File: src/rtl/mem_access_stage_pkg.sv
// Shared types for the MEM stage: data width, FSM states, held-bundle layout.
package mem_access_stage_pkg;

  localparam int WORD_W = 32;

  typedef enum logic {
    ST_IDLE   = 1'b0,
    ST_ACCESS = 1'b1
  } state_e;

  // Copy of the EX/MEM bundle kept stable for the whole memory access.
  typedef struct packed {
    logic [WORD_W-1:0] alu_result;
    logic [WORD_W-1:0] store_data;
    logic              is_load;
    logic              is_store;
    logic              mem_to_reg;
    logic              reg_write;
  } hold_t;

  // Only the two low address bits decide word alignment.
  function automatic logic word_aligned(input logic [1:0] low_bits);
    return (low_bits == 2'b00);
  endfunction

endpackage

File: src/rtl/mem_access_stage_watchdog.sv
// Access watchdog: counts ACCESS cycles and flags the last allowed one.
module mem_watchdog #(
  parameter int TIMEOUT = 16
) (
  input  logic clk,
  input  logic rst,
  input  logic clear,
  input  logic enable,
  output logic expired
);

  // TIMEOUT >= 2, so the counter is at least one bit and TIMEOUT-1 always fits.
  localparam int CNT_W = $clog2(TIMEOUT);

  logic [CNT_W-1:0] count_q;
  logic [CNT_W-1:0] count_d;

  assign expired = (count_q == CNT_W'(TIMEOUT - 1));

  // Next count: clear wins, otherwise step while enabled and saturate at the limit.
  always_comb begin
    count_d = count_q;
    if (clear) begin
      count_d = '0;
    end else if (enable && !expired) begin
      count_d = count_q + CNT_W'(1);
    end
  end

  // Counter register.
  always_ff @(posedge clk or posedge rst) begin
    if (rst) begin
      count_q <= '0;
    end else begin
      count_q <= count_d;
    end
  end

endmodule

File: src/rtl/mem_access_stage.sv
// MEM pipeline stage: runs the data-memory req/ack handshake and registers the MEM/WB bundle.
module mem_access_stage
  import mem_access_stage_pkg::*;
#(
  parameter int RD_W    = 6,
  parameter int TIMEOUT = 16
) (
  input  logic              clk,
  input  logic              rst,
  input  logic              ex_valid,
  input  logic [WORD_W-1:0] ex_alu_result,
  input  logic [WORD_W-1:0] ex_store_data,
  input  logic              ex_mem_read,
  input  logic              ex_mem_write,
  input  logic              ex_MemtoReg,
  input  logic              ex_RegWrite,
  input  logic [RD_W-1:0]   ex_rd,
  output logic              stall,
  output logic              mem_req,
  output logic              mem_we,
  output logic [WORD_W-1:0] mem_addr,
  output logic [WORD_W-1:0] mem_wdata,
  input  logic              mem_ack,
  input  logic [WORD_W-1:0] mem_rdata,
  output logic              wb_valid,
  output logic [WORD_W-1:0] wb_alu_result,
  output logic [WORD_W-1:0] wb_read_data,
  output logic              wb_MemtoReg,
  output logic              wb_RegWrite,
  output logic [RD_W-1:0]   wb_rd,
  output logic              mem_err
);

  state_e            state_q, state_d;
  hold_t             hold_q, hold_d;
  logic [RD_W-1:0]   hold_rd_q, hold_rd_d;
  logic              wb_valid_q, wb_valid_d;
  logic [WORD_W-1:0] wb_alu_result_q, wb_alu_result_d;
  logic [WORD_W-1:0] wb_read_data_q, wb_read_data_d;
  logic              wb_mem_to_reg_q, wb_mem_to_reg_d;
  logic              wb_reg_write_q, wb_reg_write_d;
  logic [RD_W-1:0]   wb_rd_q, wb_rd_d;
  logic              mem_err_q, mem_err_d;

  logic ex_mem_op;
  logic stall_c;
  logic wd_clear;
  logic wd_enable;
  logic wd_expired;

  // A load+store combination is a load; any memory op needs the handshake.
  assign ex_mem_op = ex_mem_read | ex_mem_write;

  mem_watchdog #(.TIMEOUT(TIMEOUT)) u_watchdog (
    .clk     (clk),
    .rst     (rst),
    .clear   (wd_clear),
    .enable  (wd_enable),
    .expired (wd_expired)
  );

  // Next-state, bundle capture and completion logic for the IDLE/ACCESS handshake.
  always_comb begin
    state_d         = state_q;
    hold_d          = hold_q;
    hold_rd_d       = hold_rd_q;
    wb_valid_d      = 1'b0;
    wb_alu_result_d = wb_alu_result_q;
    wb_read_data_d  = wb_read_data_q;
    wb_mem_to_reg_d = wb_mem_to_reg_q;
    wb_reg_write_d  = wb_reg_write_q;
    wb_rd_d         = wb_rd_q;
    mem_err_d       = mem_err_q;
    stall_c         = 1'b0;
    wd_clear        = 1'b1;
    wd_enable       = 1'b0;
    case (state_q)
      ST_IDLE: begin
        if (ex_valid) begin
          if (ex_mem_op && word_aligned(ex_alu_result[1:0])) begin
            stall_c           = 1'b1;
            hold_d.alu_result = ex_alu_result;
            hold_d.store_data = ex_store_data;
            hold_d.is_load    = ex_mem_read;
            hold_d.is_store   = ex_mem_write & ~ex_mem_read;
            hold_d.mem_to_reg = ex_MemtoReg;
            hold_d.reg_write  = ex_RegWrite;
            hold_rd_d         = ex_rd;
            state_d           = ST_ACCESS;
          end else begin
            wb_valid_d      = 1'b1;
            wb_alu_result_d = ex_alu_result;
            wb_read_data_d  = '0;
            wb_mem_to_reg_d = ex_MemtoReg;
            wb_reg_write_d  = ex_RegWrite;
            wb_rd_d         = ex_rd;
            if (ex_mem_op) begin
              mem_err_d = 1'b1;
            end
          end
        end
      end
      ST_ACCESS: begin
        wd_clear  = 1'b0;
        wd_enable = 1'b1;
        if (mem_ack || wd_expired) begin
          wb_valid_d      = 1'b1;
          wb_alu_result_d = hold_q.alu_result;
          wb_read_data_d  = (mem_ack && hold_q.is_load) ? mem_rdata : '0;
          wb_mem_to_reg_d = hold_q.mem_to_reg;
          wb_reg_write_d  = hold_q.reg_write;
          wb_rd_d         = hold_rd_q;
          if (!mem_ack) begin
            mem_err_d = 1'b1;
          end
          state_d = ST_IDLE;
        end else begin
          stall_c = 1'b1;
        end
      end
      default: state_d = ST_IDLE;
    endcase
  end

  // State, held bundle, MEM/WB bundle and sticky error registers.
  always_ff @(posedge clk or posedge rst) begin
    if (rst) begin
      state_q         <= ST_IDLE;
      hold_q          <= '0;
      hold_rd_q       <= '0;
      wb_valid_q      <= 1'b0;
      wb_alu_result_q <= '0;
      wb_read_data_q  <= '0;
      wb_mem_to_reg_q <= 1'b0;
      wb_reg_write_q  <= 1'b0;
      wb_rd_q         <= '0;
      mem_err_q       <= 1'b0;
    end else begin
      state_q         <= state_d;
      hold_q          <= hold_d;
      hold_rd_q       <= hold_rd_d;
      wb_valid_q      <= wb_valid_d;
      wb_alu_result_q <= wb_alu_result_d;
      wb_read_data_q  <= wb_read_data_d;
      wb_mem_to_reg_q <= wb_mem_to_reg_d;
      wb_reg_write_q  <= wb_reg_write_d;
      wb_rd_q         <= wb_rd_d;
      mem_err_q       <= mem_err_d;
    end
  end

  // Stall is forced low while reset is held so upstream never freezes during reset.
  assign stall     = stall_c & ~rst;
  assign mem_req   = (state_q == ST_ACCESS);
  assign mem_we    = mem_req & hold_q.is_store;
  assign mem_addr  = mem_req ? {hold_q.alu_result[WORD_W-1:2], 2'b00} : '0;
  assign mem_wdata = mem_req ? hold_q.store_data : '0;

  assign wb_valid      = wb_valid_q;
  assign wb_alu_result = wb_alu_result_q;
  assign wb_read_data  = wb_read_data_q;
  assign wb_MemtoReg   = wb_mem_to_reg_q;
  assign wb_RegWrite   = wb_reg_write_q;
  assign wb_rd         = wb_rd_q;
  assign mem_err       = mem_err_q;

endmodule

File: config.mk
export PLATFORM = sky130hd
export DESIGN_NAME = mem_access_stage
export DESIGN_NICKNAME = d
export VERILOG_FILES = /design/src/rtl/mem_access_stage_pkg.sv /design/src/rtl/mem_access_stage_watchdog.sv /design/src/rtl/mem_access_stage.sv
export SDC_FILE = /design/constraint.sdc
export NUM_CORES = 1
export LEC_CHECK = 0
export ABC_AREA = 1
export CAP_MARGIN = 10
export CORE_AREA = 3 3 176 92
export DETAILED_ROUTE_END_ITERATION = 16
export DIE_AREA = 0 0 179 95
export PLACE_DENSITY = 0.93
export SLEW_MARGIN = 20
export SYNTH_ARGS = -nofsm -noshare
export SYNTH_HDL_FRONTEND = slang
export SYNTH_SLANG_ARGS = --single-unit
File: constraint.sdc
create_clock -name clk -period 10.05 [get_ports clk]
set_input_delay 1.005 -clock clk [delete_from_list [all_inputs] [get_ports clk]]
set_output_delay 1.005 -clock clk [all_outputs]
set_load 0.01 [all_outputs]
# After elaboration in Yosys (flattened, before gate mapping)
# Index checks and enable logic that the tools add are counted.
# classes
n_addsub	1
reduce_logical	9
bitwise_logic	7
n_eq_ne	7
mux	40
# ops
operator	count
32-bit 2-to-1 mux	9
32-bit one-hot mux with 2 select lines	2
1-bit 2-to-1 mux	18
6-bit 2-to-1 mux	3
6-bit one-hot mux with 2 select lines	1
1-bit one-hot mux with 2 select lines	5
4-bit 2-to-1 mux	2
2-bit inequality test, second input constant	4
3-bit AND reduction	2
5-bit AND reduction	1
4-bit by 1-bit adder with 4-bit output, second input constant	1
4-bit equality test, second input constant	1
2-bit by 1-bit inequality test with 1-bit output, second input constant	2
1-bit bitwise AND	3
1-bit logical AND	3
1-bit NOT	3
2-bit zero test	1
1-bit zero test	1
1-bit logical OR	1
1-bit bitwise OR	1
# word_totals
regBits	153

# Logic depth before layout (Yosys ltp)
# Gate-level depths: netlist (run 1).
# logic_depth
word_depth	6
ltp_mapped	7
ltp_nobuf	6

# By module
# From an unflattened synthesis (run 1), not the netlist that was laid out.
# hier_totals
cells_unflattened	871
hier_area_um2	7173.1
# modules_own_cells
module	cells_per_inst	seq_area_each_um2	n_inst	area_per_inst_um2
mem_access_stage	841	3728.6	1	6944.2
mem_watchdog	30	100.1	1	229.0

# Worst setup path before layout (run 1)
# OpenSTA, ideal clock, no wires.
# synth_path
path_kind	input to output
startpoint	input port ex_alu_result[1]
endpoint	output port stall
path_buffers	2
setup_slack_ns	7.243
arrival_time_ns	1.802
stages	5
path_cell_list	nor2_1 nand3_2 buf_6 buf_6 a21oi_1
# synth_between
elab_chain_len	6
# synth_rtl
element	line	source
start, declared	mem_access_stage.sv:11	input logic [WORD_W-1:0] ex_alu_result,
2-bit zero test	mem_access_stage_pkg.sv:23	return (low_bits == 2'b00);
1-bit logical AND	mem_access_stage.sv:80	if (ex_mem_op && word_aligned(ex_alu_result[1:0])) begin
1-bit 2-to-1 mux	mem_access_stage.sv:80	
1-bit 2-to-1 mux	mem_access_stage.sv:79	if (ex_valid) begin
1-bit one-hot mux with 2 select lines	mem_access_stage.sv:77	case (state_q)
1-bit bitwise AND	mem_access_stage.sv:153	assign stall = stall_c & ~rst;
end, declared	mem_access_stage.sv:18	output logic stall,
# Every way passes these cells.

# Worst setup path after layout (run 1)
# layout_path
startpoint	register state_q (netlist: mem_req)
endpoint	output port stall
# layout_between
elab_chain_len	3
# layout_rtl
element	line	source
start, declared	mem_access_stage.sv:34	state_e state_q, state_d;
start signal, assigned	mem_access_stage.sv:139	state_q <= state_d;
1-bit NOT (no line)	n/a	
1-bit one-hot mux with 2 select lines *	mem_access_stage.sv:77	
1-bit bitwise AND *	mem_access_stage.sv:153	
# Mark *: on every way between the ends. The rest lies on a longest branch, timed or not.

==> impl_results.md, run 1 <==
* Status: complete, no violations
* Post_cts resized at 0
* CTS Buf Count at 17
* Proportion of layout cells with a drive suffix above 1 at around 7.2%
* Vias per cell at between 5 and 6
* Post-synth top area share at a little over half
* Port Buf Inserts at between 200 and 250
* # setup viols final at 0
* Max Slew Vio Count at 0
* Fmax at 231 MHz
* Area Growth Syn to Fin at 40.9%
* Initial antenna violation count at 0
* Measured slew at the worst slew-check pin at 0.993 ns
* Max_slew headroom at between 30 and 40%
* Die ar. at 0.0170 mm^2
* Core area at 0.0145 mm^2
* DR DRC count at 0
* Chip Width at around 180 um
* Sequential share of the synthesized area at a little over half
* VDD IR max at 0.000128 V
* Synth Register Bits at 153
* Placed cell count at about 1300
* GP Congestion at between 0.8 and 0.9
* CP Capture Type: output port
* Crit path kind: flip-flop to output port
* Die Height at approximately 95 um
* Min-delay worst type: flip-flop to flip-flop
* Dominant cell type by area after synthesis: dfrtp_1
* Critical path peak fanout at 46
* CP max stage delay at around 0.7 ns
* Clk_skew at 0.0108 ns
* Reg clk slew, reported paths at 0.06 ns
* Setup crit start kind: flip-flop
* PD cells at 174 mW/mm^2
* Rows at 31
* CP top delay family: buffers and inverters
* Cells after synthesis at 913
* Top post-synthesis cells by area: dfrtp_1 (52%), nand2_1 (16%), nand3_1 (7.4%)
* Clk sinks at 153
* Lkg Pwr at between 5 and 6 nW
* Ant. Diodes at 0
* CTS tree: done
* RSZ-0062 raised after global routing: no
* Setup TNS Final at 0 ns
* Worst Path Required at around 9 ns
* Final Hold Vio Count at 0
* Routed len/inst at 16.9 um
* Aggregate global-route resource usage at 26.3%
* H-tree levels at 4
* Hold_buf cts at 0
* Crit path buf inv count at 2
* Count of cell types in the netlist at 22
* Commonest non-fill, non-tap cell in the layout: nand2_1
* Pin count of the biggest net entering global routing at 86
* Netlist Area Pre-Place at 0.00733 mm^2
* Layout Cells excl Fill at about 1300
* Post-route ant nets at 0
* Vias at 7109
* Routed wire length at about 23 mm
* Vias in the first global route at 7120
* Slowest CP cell: dfrtp_4
* First-pass GRT wire length at 35.1 mm
* Fin crit share at a little over two fifths
* Drt first pass iters at 8
* Fin nets at about 1200
* Most frequent cells in the layout: nand2_1 (313), clkdlybuf4s50_1 (248), dfrtp_1 (152)
* Drt initial violations at 546
* Worst-case clock buffer depth at 2
* Average cell area after synthesis at 8.03 um^2
* Yosys Warn Count at 0
* Gr ovfl total at 0
* Min Tclk post-route at between 4 and 5 ns
* Starting Density at 50.4%
* Post-CTS Setup Bufs at 0
* Root buffer cell: clkbuf_16
* Io pins at 251
* Crit-path cells: inv_2 > nor2_2 > nand2_2 > a21oi_1 > clkdlybuf4s50_1
* Max-Cap Viols at 0
* WP data arrival at 3.33 ns
* Worst skew pair latency at between 0.4 and 0.5 ns
* DP HPWL at 14.2 mm
area by class of cell:
cell class                      instances  area [um^2]
Fill cell                             982         4210
Sequential cell                       153         3830
Multi-Input combinational cell        552         2580
Timing Repair Buffer                  255         2540
Inverter                              146          553
Clock buffer                           19          433
Tap cell                              198          248
Clock inverter                         13          146
cells in the mapped netlist:
cell	number
nand2_1	313
dfrtp_1	153
inv_1	145
nand3_1	109
nand4_1	40
buf_2	36
o21ai_2	36
o21ai_1	34
buf_4	9
buf_6	9
clkbuf_1	9
o21ai_0	4
a21oi_1	3
nand2_2	3
nor2_1	3
conb_1	1
ha_1	1
inv_2	1
nand3_2	1
nor2_2	1
nor2_4	1
xnor2_1	1
cells by family after synthesis:
family | Yosys count | share of synthesized area, %
buf+inv | 209 | 12.7
flops | 153 | 52.2
fa+ha+maj | 1 | 0.171
compound gates | 77 | 7.10
simple gates | 471 | 27.7
xor+xnor | 1 | 0.119
other cells | 1 | 0.0511
final timing paths:
| check | cells after the start | startpoint | endpoint | slack (ns) |
|---|---|---|---|---|
| max | 5 | mem_req | stall | 5.71 |
| min reg2reg | 2 | hold_q[13] | hold_q[13] | 0.48 |
| min | 2 | hold_q[13] | hold_q[13] | 0.48 |
| min in group asynchronous | 2 | rst | hold_q[2] | 1.08 |
| max in group asynchronous | 3 | rst | mem_req | 7.72 |
| max reg2reg | 5 | mem_req | wb_read_data[26] | 7.15 |
metrics by stage:
step                hold WS, ns  total power [mW]  instance area (um^2)  utilization [%]  worst slack, ns
floorplan                 0.436             0.964                  7340                -             4.92
global placement          0.454              1.15                  9750             67.1             5.83
detailed placement        0.458              1.17                  9750             67.1             5.76
CTS                       0.484              1.81                 10300             71.0             5.74
global route              0.500              1.88                 10300             71.1             5.60
finish                    0.484              1.80                 10300             71.1             5.71
tightest hold or removal path: stages, from the launching register on:
cell and delay, ns:
dfrtp_1 0.34, nand2_1 0.06, o21ai_2 0.05
per-layer routing:
metal	up-vias	GRT usage, %	wire length [um]
li1	3258	-	-
met3	102	6.27	1730
met2	392	47.0	11500
met1	3357	28.9	8130
met5	-	0	0
met4	0	15.6	1140
report_power, final:
group / switching, mW / internal [mW] / total (mW)
logic: 0.205 / 0.194 / 0.400
clock network: 0.267 / 0.368 / 0.635
registers: 0.0606 / 0.708 / 0.769
flip-flops by register name (all words and copies together) (netlist names):
signal              flops
hold_q                 68
hold_rd_q               6
mem_err                 1
mem_req                 1
u_watchdog.count_q      4
wb_MemtoReg             1
wb_RegWrite             1
wb_alu_result          32
wb_rd                   6
wb_read_data           32
wb_valid                1
No activity file was read; power rests on OpenSTA's default activity.
==> run 2: changes to the inputs <==
--- a/config.mk
+++ b/config.mk
@@ -7,10 +7,10 @@
 export LEC_CHECK = 0
 export ABC_AREA = 1
 export CAP_MARGIN = 10
-export CORE_AREA = 3 3 176 92
+export CORE_AREA = 3 3 191 100
 export DETAILED_ROUTE_END_ITERATION = 16
-export DIE_AREA = 0 0 179 95
-export PLACE_DENSITY = 0.93
+export DIE_AREA = 0 0 194 103
+export PLACE_DENSITY = 0.84
 export SLEW_MARGIN = 20
 export SYNTH_ARGS = -nofsm -noshare
 export SYNTH_HDL_FRONTEND = slang
==> constraint.sdc (replaced) <==
create_clock -name clk -period 3.85 [get_ports clk]
set_input_delay 0.385 -clock clk [delete_from_list [all_inputs] [get_ports clk]]
set_output_delay 0.385 -clock clk [all_outputs]
set_load 0.01 [all_outputs]
==> impl_results.md, run 2 (synthesis gave the netlist of run 1 again) <==
* Status: complete, no violations
* Vias at 6777 (-4.7%)
* Max_slew headroom at 33.0% (-0.68 points)
* Routed len/inst at 15.2 um (-10%)
* Critical path peak fanout at 62 (+35%)
* Logic pwr share at 21.7% (-0.5 points)
* Fmax at 364 MHz
* Fin crit share at 71.3%
* Starting Density at 42.3% (-8.2 points)
* Die Height at 103 um (+8.4%)
* Min Tclk post-route at approximately 2.7 ns
* Reg with most FFs: hold_q
* Port Buf Inserts at 248 (unchanged)
* Crit-path cells: buf_4 > nand2_1 > inv_1 > clkdlybuf4s50_1
* DR DRC count at 0 (unchanged)
* Final Hold Vio Count at 0 (unchanged)
* P_int at 3.44 mW (+170%)
* CP max stage delay at 0.56 ns (-0.14 ns)
* Pre-CTS WS at 1.40 ns (-4.37 ns)
* Die ar. at 0.0200 mm^2 (+18%)
* # setup viols final at 0 (unchanged)
* CTS Buf Count at 17 (unchanged)
* Gr ovfl total at 0 (unchanged)
* Post-route ant nets at 0 (unchanged)
* Clk sinks at 153 (unchanged)
* CP Capture Type: output port
* Worst-case clock buffer depth at 2 (unchanged)
* Routed wire length at 20.9 mm (-7.2%)
* VDD IR max at 0.000378 V (+200%)
* Pin count of the biggest net entering global routing at 148 (+72%)
* Sequential power share at 41.5% (-1.1 points)
* Min-delay worst type: primary input to asynchronous set/reset pin
* RSZ-0062 raised after global routing: no
* Post_cts resized at 0 (unchanged)
* GP Congestion at 0.848 (+5.7%)
* Commonest non-fill, non-tap cell in the layout: nand2_1
* P_sw at 1.34 mW (+150%)
* Vias in the first global route at 6862 (-3.6%)
* Worst skew pair latency at 0.41 ns (-0.02 ns)
* Clk_skew at 0.00773 ns (-0.00304 ns)
* Hold_buf cts at 0 (unchanged)
* Proportion of layout cells with a drive suffix above 1 at 7.95% (+0.75 points)
* Measured slew at the worst slew-check pin at 1.00 ns (+0.0102 ns)
* Drt first pass iters at 5 (-3)
* Switching part of the total at 28.0% (-1.6 points)
* Path depth of the worst reg2reg path at 5 (unchanged)
* Chip Width at 194 um (+8.4%)
* H-tree levels at 4 (unchanged)
* Post-CTS Setup Bufs at 0 (unchanged)
* Most frequent cells in the layout: nand2_1 (313), clkdlybuf4s50_1 (248), dfrtp_1 (152)
* Root buffer cell: clkbuf_16
* Setup crit start kind: flip-flop
* Io pins at 251 (unchanged)
* Slowest CP cell: buf_4
* Reg2reg start: mem_req
* Core area at 0.0174 mm^2 (+19%)
* First-pass GRT wire length at 33.9 mm (-3.2%)
* Rows at 34 (+9.7%)
* Fin nets at 1242 (+0.49%)
* Reg clk slew, reported paths at 0.06 ns (about the same)
* WP data arrival at 2.36 ns (-0.97 ns)
* Lkg Pwr at 5.69 nW (+1.3%)
* Area Growth Syn to Fin at 43.6%
* Worst Slack Setup Final at 1.10 ns (-4.61 ns)
* Initial antenna violation count at 2 (+2)
* Max Slew Vio Count at 0 (unchanged)
* Setup TNS Final at 0 ns (unchanged)
* Max-Cap Viols at 0 (unchanged)
* PD cells at 454 mW/mm^2 (+160%)
* CTS tree: done
* Drt initial violations at 364 (-33%)
* Crit path kind: flip-flop to output port
* Worst Path Required at 3.46 ns (-5.59 ns)
* DP HPWL at 14.3 mm (+0.59%)
* Aggregate global-route resource usage at 20.9% (-5.4 points)
* Largest register FFs at 68 (unchanged)
* Clock power frac at 36.7% (+1.5 points)
* Vias per cell at 4.91 (-7.7%)
* Critical path startpoint: mem_req
==> run 2: cell types whose count changed in the layout (fill, tap and decap cells not counted), sizes merged <==
cell / previous run / this run
buf: 7 / 13
bufinv: 2 / 3
clkbuf: 19 / 20
clkinv: 4 / 3
diode: 0 / 2
inv: 148 / 147
==> run 2: routing by layer <==
metal  vias up  GRT usage (%)  routed length, um
met5         -              0                  0
met3        57           3.26               1020
met2       240           38.8              10800
li1       3276              -                  -
met4         0           10.7                833
met1      3204           24.0               8290
==> run 2: worst max-delay path, delay by kind of cell (launching register included) <==
kind | cells | cell delay [ns]
buffers and inverters | 3 | 1.22
DFF | 1 | 0.51
and+or+nand+nor | 1 | 0.17
==> run 2: worst paths after layout <==
path,slack [ns],end
worst max-delay path,1.10,mem_addr[4]
worst min-delay path,0.41,u_watchdog.count_q[0]
worst max register to register,1.42,wb_alu_result[20]
worst min register to register,0.47,hold_q[37]
max in group asynchronous,2.51,hold_rd_q[2]
min in group clk,0.47,hold_q[37]
==> run 2: stage by stage <==
stage	util, %	total power [mW]	std cells	hold WS [ns]	cell area, um^2
after global routing	60.7	5.02	1380	0.451	10500
after global placement	56.8	3.01	1345	0.453	9860
after CTS	60.5	4.83	1377	0.471	10500
final	60.7	4.78	1380	0.414	10500
after floorplan	-	2.52	914	0.436	7340
after detailed placement	56.8	3.05	1345	0.455	9860
==> run 2: cell type report <==
cell class	count	area [um^2]
Clock inverter	12	164
Inverter	146	552
Clock buffer	20	467
Antenna cell	2	5.00
Fill cell	1382	6830
Tap cell	234	293
Multi-Input combinational cell	552	2590
Timing Repair Buffer	261	2630
Sequential cell	153	3830
==> run 2: power groups by stage <==
| stage | sequential (mW) | clock, mW | combinational (mW) |
|---|---|---|---|
| after CTS | 1.99 | 1.79 | 1.05 |
| final | 1.99 | 1.76 | 1.04 |
| after floorplan | 2.03 | 0 | 0.486 |
| after global placement | 2.00 | 0 | 1.01 |
| after global routing | 2.01 | 1.86 | 1.14 |
| after detailed placement | 2.01 | 0 | 1.04 |
==> run 3: changes to the inputs <==
--- a/config.mk
+++ b/config.mk
@@ -7,10 +7,10 @@
 export LEC_CHECK = 0
 export ABC_AREA = 1
 export CAP_MARGIN = 10
-export CORE_AREA = 3 3 191 100
+export CORE_AREA = 3 3 183 96
 export DETAILED_ROUTE_END_ITERATION = 16
-export DIE_AREA = 0 0 194 103
-export PLACE_DENSITY = 0.84
+export DIE_AREA = 0 0 186 99
+export PLACE_DENSITY = 0.87
 export SLEW_MARGIN = 20
 export SYNTH_ARGS = -nofsm -noshare
 export SYNTH_HDL_FRONTEND = slang
==> constraint.sdc (replaced) <==
create_clock -name clk -period 2.6 [get_ports clk]
set_input_delay 0.26 -clock clk [delete_from_list [all_inputs] [get_ports clk]]
set_output_delay 0.26 -clock clk [all_outputs]
set_load 0.01 [all_outputs]
==> impl_results.md, run 3 (synthesis gave the netlist of run 1 again) <==
* Most frequent cells in the layout: nand2_1 (312), clkdlybuf4s50_1 (248), dfrtp_1 (152)
* Drt first pass iters at 5 (unchanged)
* Min-delay worst type: primary input to asynchronous set/reset pin
* Post-route ant nets at 0 (unchanged)
* Routed wire length at 21.9 mm (+4.7%)
* Root buffer cell: clkbuf_16
* Routed len/inst at 16.2 um (+6.8%)
* Setup crit start kind: flip-flop
* Sequential power share at 42.4% (+0.9 points)
* Die Height at 99 um (-3.9%)
* Lkg Pwr at 5.67 nW (-0.33%)
* Io pins at 251 (unchanged)
* Core area at 0.0161 mm^2 (-7.2%)
* Setup TNS Final at 0 ns (unchanged)
* CTS tree: done
* Worst skew pair latency at 0.41 ns (about the same)
* First-pass GRT wire length at 35.4 mm (+4.2%)
* Largest register FFs at 68 (unchanged)
* Pin count of the biggest net entering global routing at 148 (unchanged)
* Aggregate global-route resource usage at 24.0% (+3.1 points)
* Hold_buf cts at 0 (unchanged)
* Vias in the first global route at 6957 (+1.4%)
* Critical path peak fanout at 4 (-94%)
* Reg area at 0.00383 mm^2 (unchanged)
* Chip Width at 186 um (-4.1%)
* P_sw at 2.01 mW (+51%)
* Critical R2R Capture: wb_alu_result[6]
* Max-Cap Viols at 0 (unchanged)
* Switching part of the total at 29.0% (+1.0 points)
* VDD IR max at 0.000480 V (+27%)
* Initial antenna violation count at 0 (-2)
* Worst R2R Setup Slack at 0.72 ns (-0.70 ns)
* Worst Path Required at 2.34 ns (-1.12 ns)
* Vias per cell at 5.05 (+2.7%)
* Worst-case clock buffer depth at 2 (unchanged)
* PD cells at 664 mW/mm^2 (+46%)
* Die ar. at 0.0184 mm^2 (-7.8%)
* Path depth of the worst reg2reg path at 6 (+1)
* H-tree levels at 4 (unchanged)
* Max_slew headroom at 53.7% (+21 points)
* Ant. Diodes at 0 (-2)
* Vias at 6826 (+0.72%)
* CTS Buf Count at 17 (unchanged)
* Clk sinks at 153 (unchanged)
* Rows at 33 (-2.9%)
* Fin nets at 1242 (unchanged)
* Area of the multi-input gates at 0.00259 mm^2 (about the same)
* # setup viols final at 0 (unchanged)
* Commonest non-fill, non-tap cell in the layout: nand2_1
* Post_cts resized at 0 (unchanged)
* Fillers at 1330 (-3.8%)
* GP Congestion at 0.862 (+1.6%)
* Max Slew Vio Count at 0 (unchanged)
* Crit path kind: flip-flop to output port
* Port Buf Inserts at 248 (unchanged)
* Fmax at between 400 and 500 MHz
* Clk_skew at 0.0133 ns (+0.00554 ns)
* WP data arrival at 2.04 ns (-0.32 ns)
* Clock power frac at 35.4% (-1.3 points)
* Measured slew at the worst slew-check pin at 0.695 ns (-0.309 ns)
* DR DRC count at 0 (unchanged)
* Area after DPL at 0.00989 mm^2 (+0.30%)
* Gr ovfl total at 0 (unchanged)
* Fin crit share at just under 90%
* CP Capture Type: output port
* P_int at 4.94 mW (+43%)
* Drt initial violations at 581 (+60%)
* Reg with most FFs: hold_q
* Area Growth Syn to Fin at 42.8%
* Final Hold Vio Count at 0 (unchanged)
* Min Tclk post-route at 2.30 ns
* Starting Density at 45.5% (+3.3 points)
* DP HPWL at 14.2 mm (-0.21%)
* Reg2reg start: mem_req
* Proportion of layout cells with a drive suffix above 1 at 7.79% (-0.17 points)
* Finished Cell Area at 0.0105 mm^2 (-0.55%)
* Post-CTS Setup Bufs at 0 (unchanged)
* RSZ-0062 raised after global routing: no
* Reg clk slew, reported paths at 0.06 ns (about the same)
* Logic pwr share at 22.2% (+0.5 points)
* Status: complete, no violations
[run 3: worst max-delay path by stage]
stage,startpoint,to,depth (start not counted)
floorplan,rst,hold_q[0],1
finish,u_watchdog.count_q[0],stall,5
global placement,ex_mem_read,stall,6
global route,u_watchdog.count_q[0],stall,5
CTS,u_watchdog.count_q[0],stall,5
detailed placement,ex_mem_read,stall,6
[run 3: metrics by stage]
| step | hold WS [ns] | power (mW) | utilization [%] | instances | setup slack (ns) |
|---|---|---|---|---|---|
| 6_report | 0.349 | 6.95 | 65.0 | 1353 | 0.302 |
| 2_1_floorplan | 0.342 | 3.73 | - | 914 | 0.409 |
| 5_1_grt | 0.362 | 7.30 | 65.0 | 1353 | 0.204 |
| 3_5_place_dp | 0.453 | 4.53 | 61.4 | 1322 | 0.387 |
| 4_1_cts | 0.352 | 7.01 | 65.0 | 1353 | 0.266 |
| 3_3_place_gp | 0.450 | 4.48 | 61.4 | 1322 | 0.405 |
[run 3: layer usage]
metal	vias to the layer above	GRT usage [%]	routed length, um
met5	-	0	0
met4	0	4.86	144
met3	15	7.60	1980
met2	273	37.4	9840
met1	3271	33.4	9940
li1	3267	-	-
[run 3: power groups by stage]
stage / combinational (mW) / clock (mW) / sequential (mW)
3_3_place_gp: 1.51 / 0 / 2.97
2_1_floorplan: 0.720 / 0 / 3.01
3_5_place_dp: 1.55 / 0 / 2.97
5_1_grt: 1.71 / 2.61 / 2.99
4_1_cts: 1.56 / 2.50 / 2.94
6_report: 1.55 / 2.46 / 2.95
[run 3: critical path, stage by stage, from the launching register on]
cell and delay, ns:
dfrtp_1 0.41, ha_1 0.24, nand3_1 0.18, nand2_2 0.10, a21oi_1 0.15, clkdlybuf4s50_1 0.56
[run 3: area by class of cell]
class,instances,share of cell area (%)
flip-flops and latches,153,36.6
repair buffers,261,25.4
multi-input cells,552,24.8
inverters,146,5.27
clock buffers,19,4.13
well taps,210,2.51
clock inverters,12,1.36
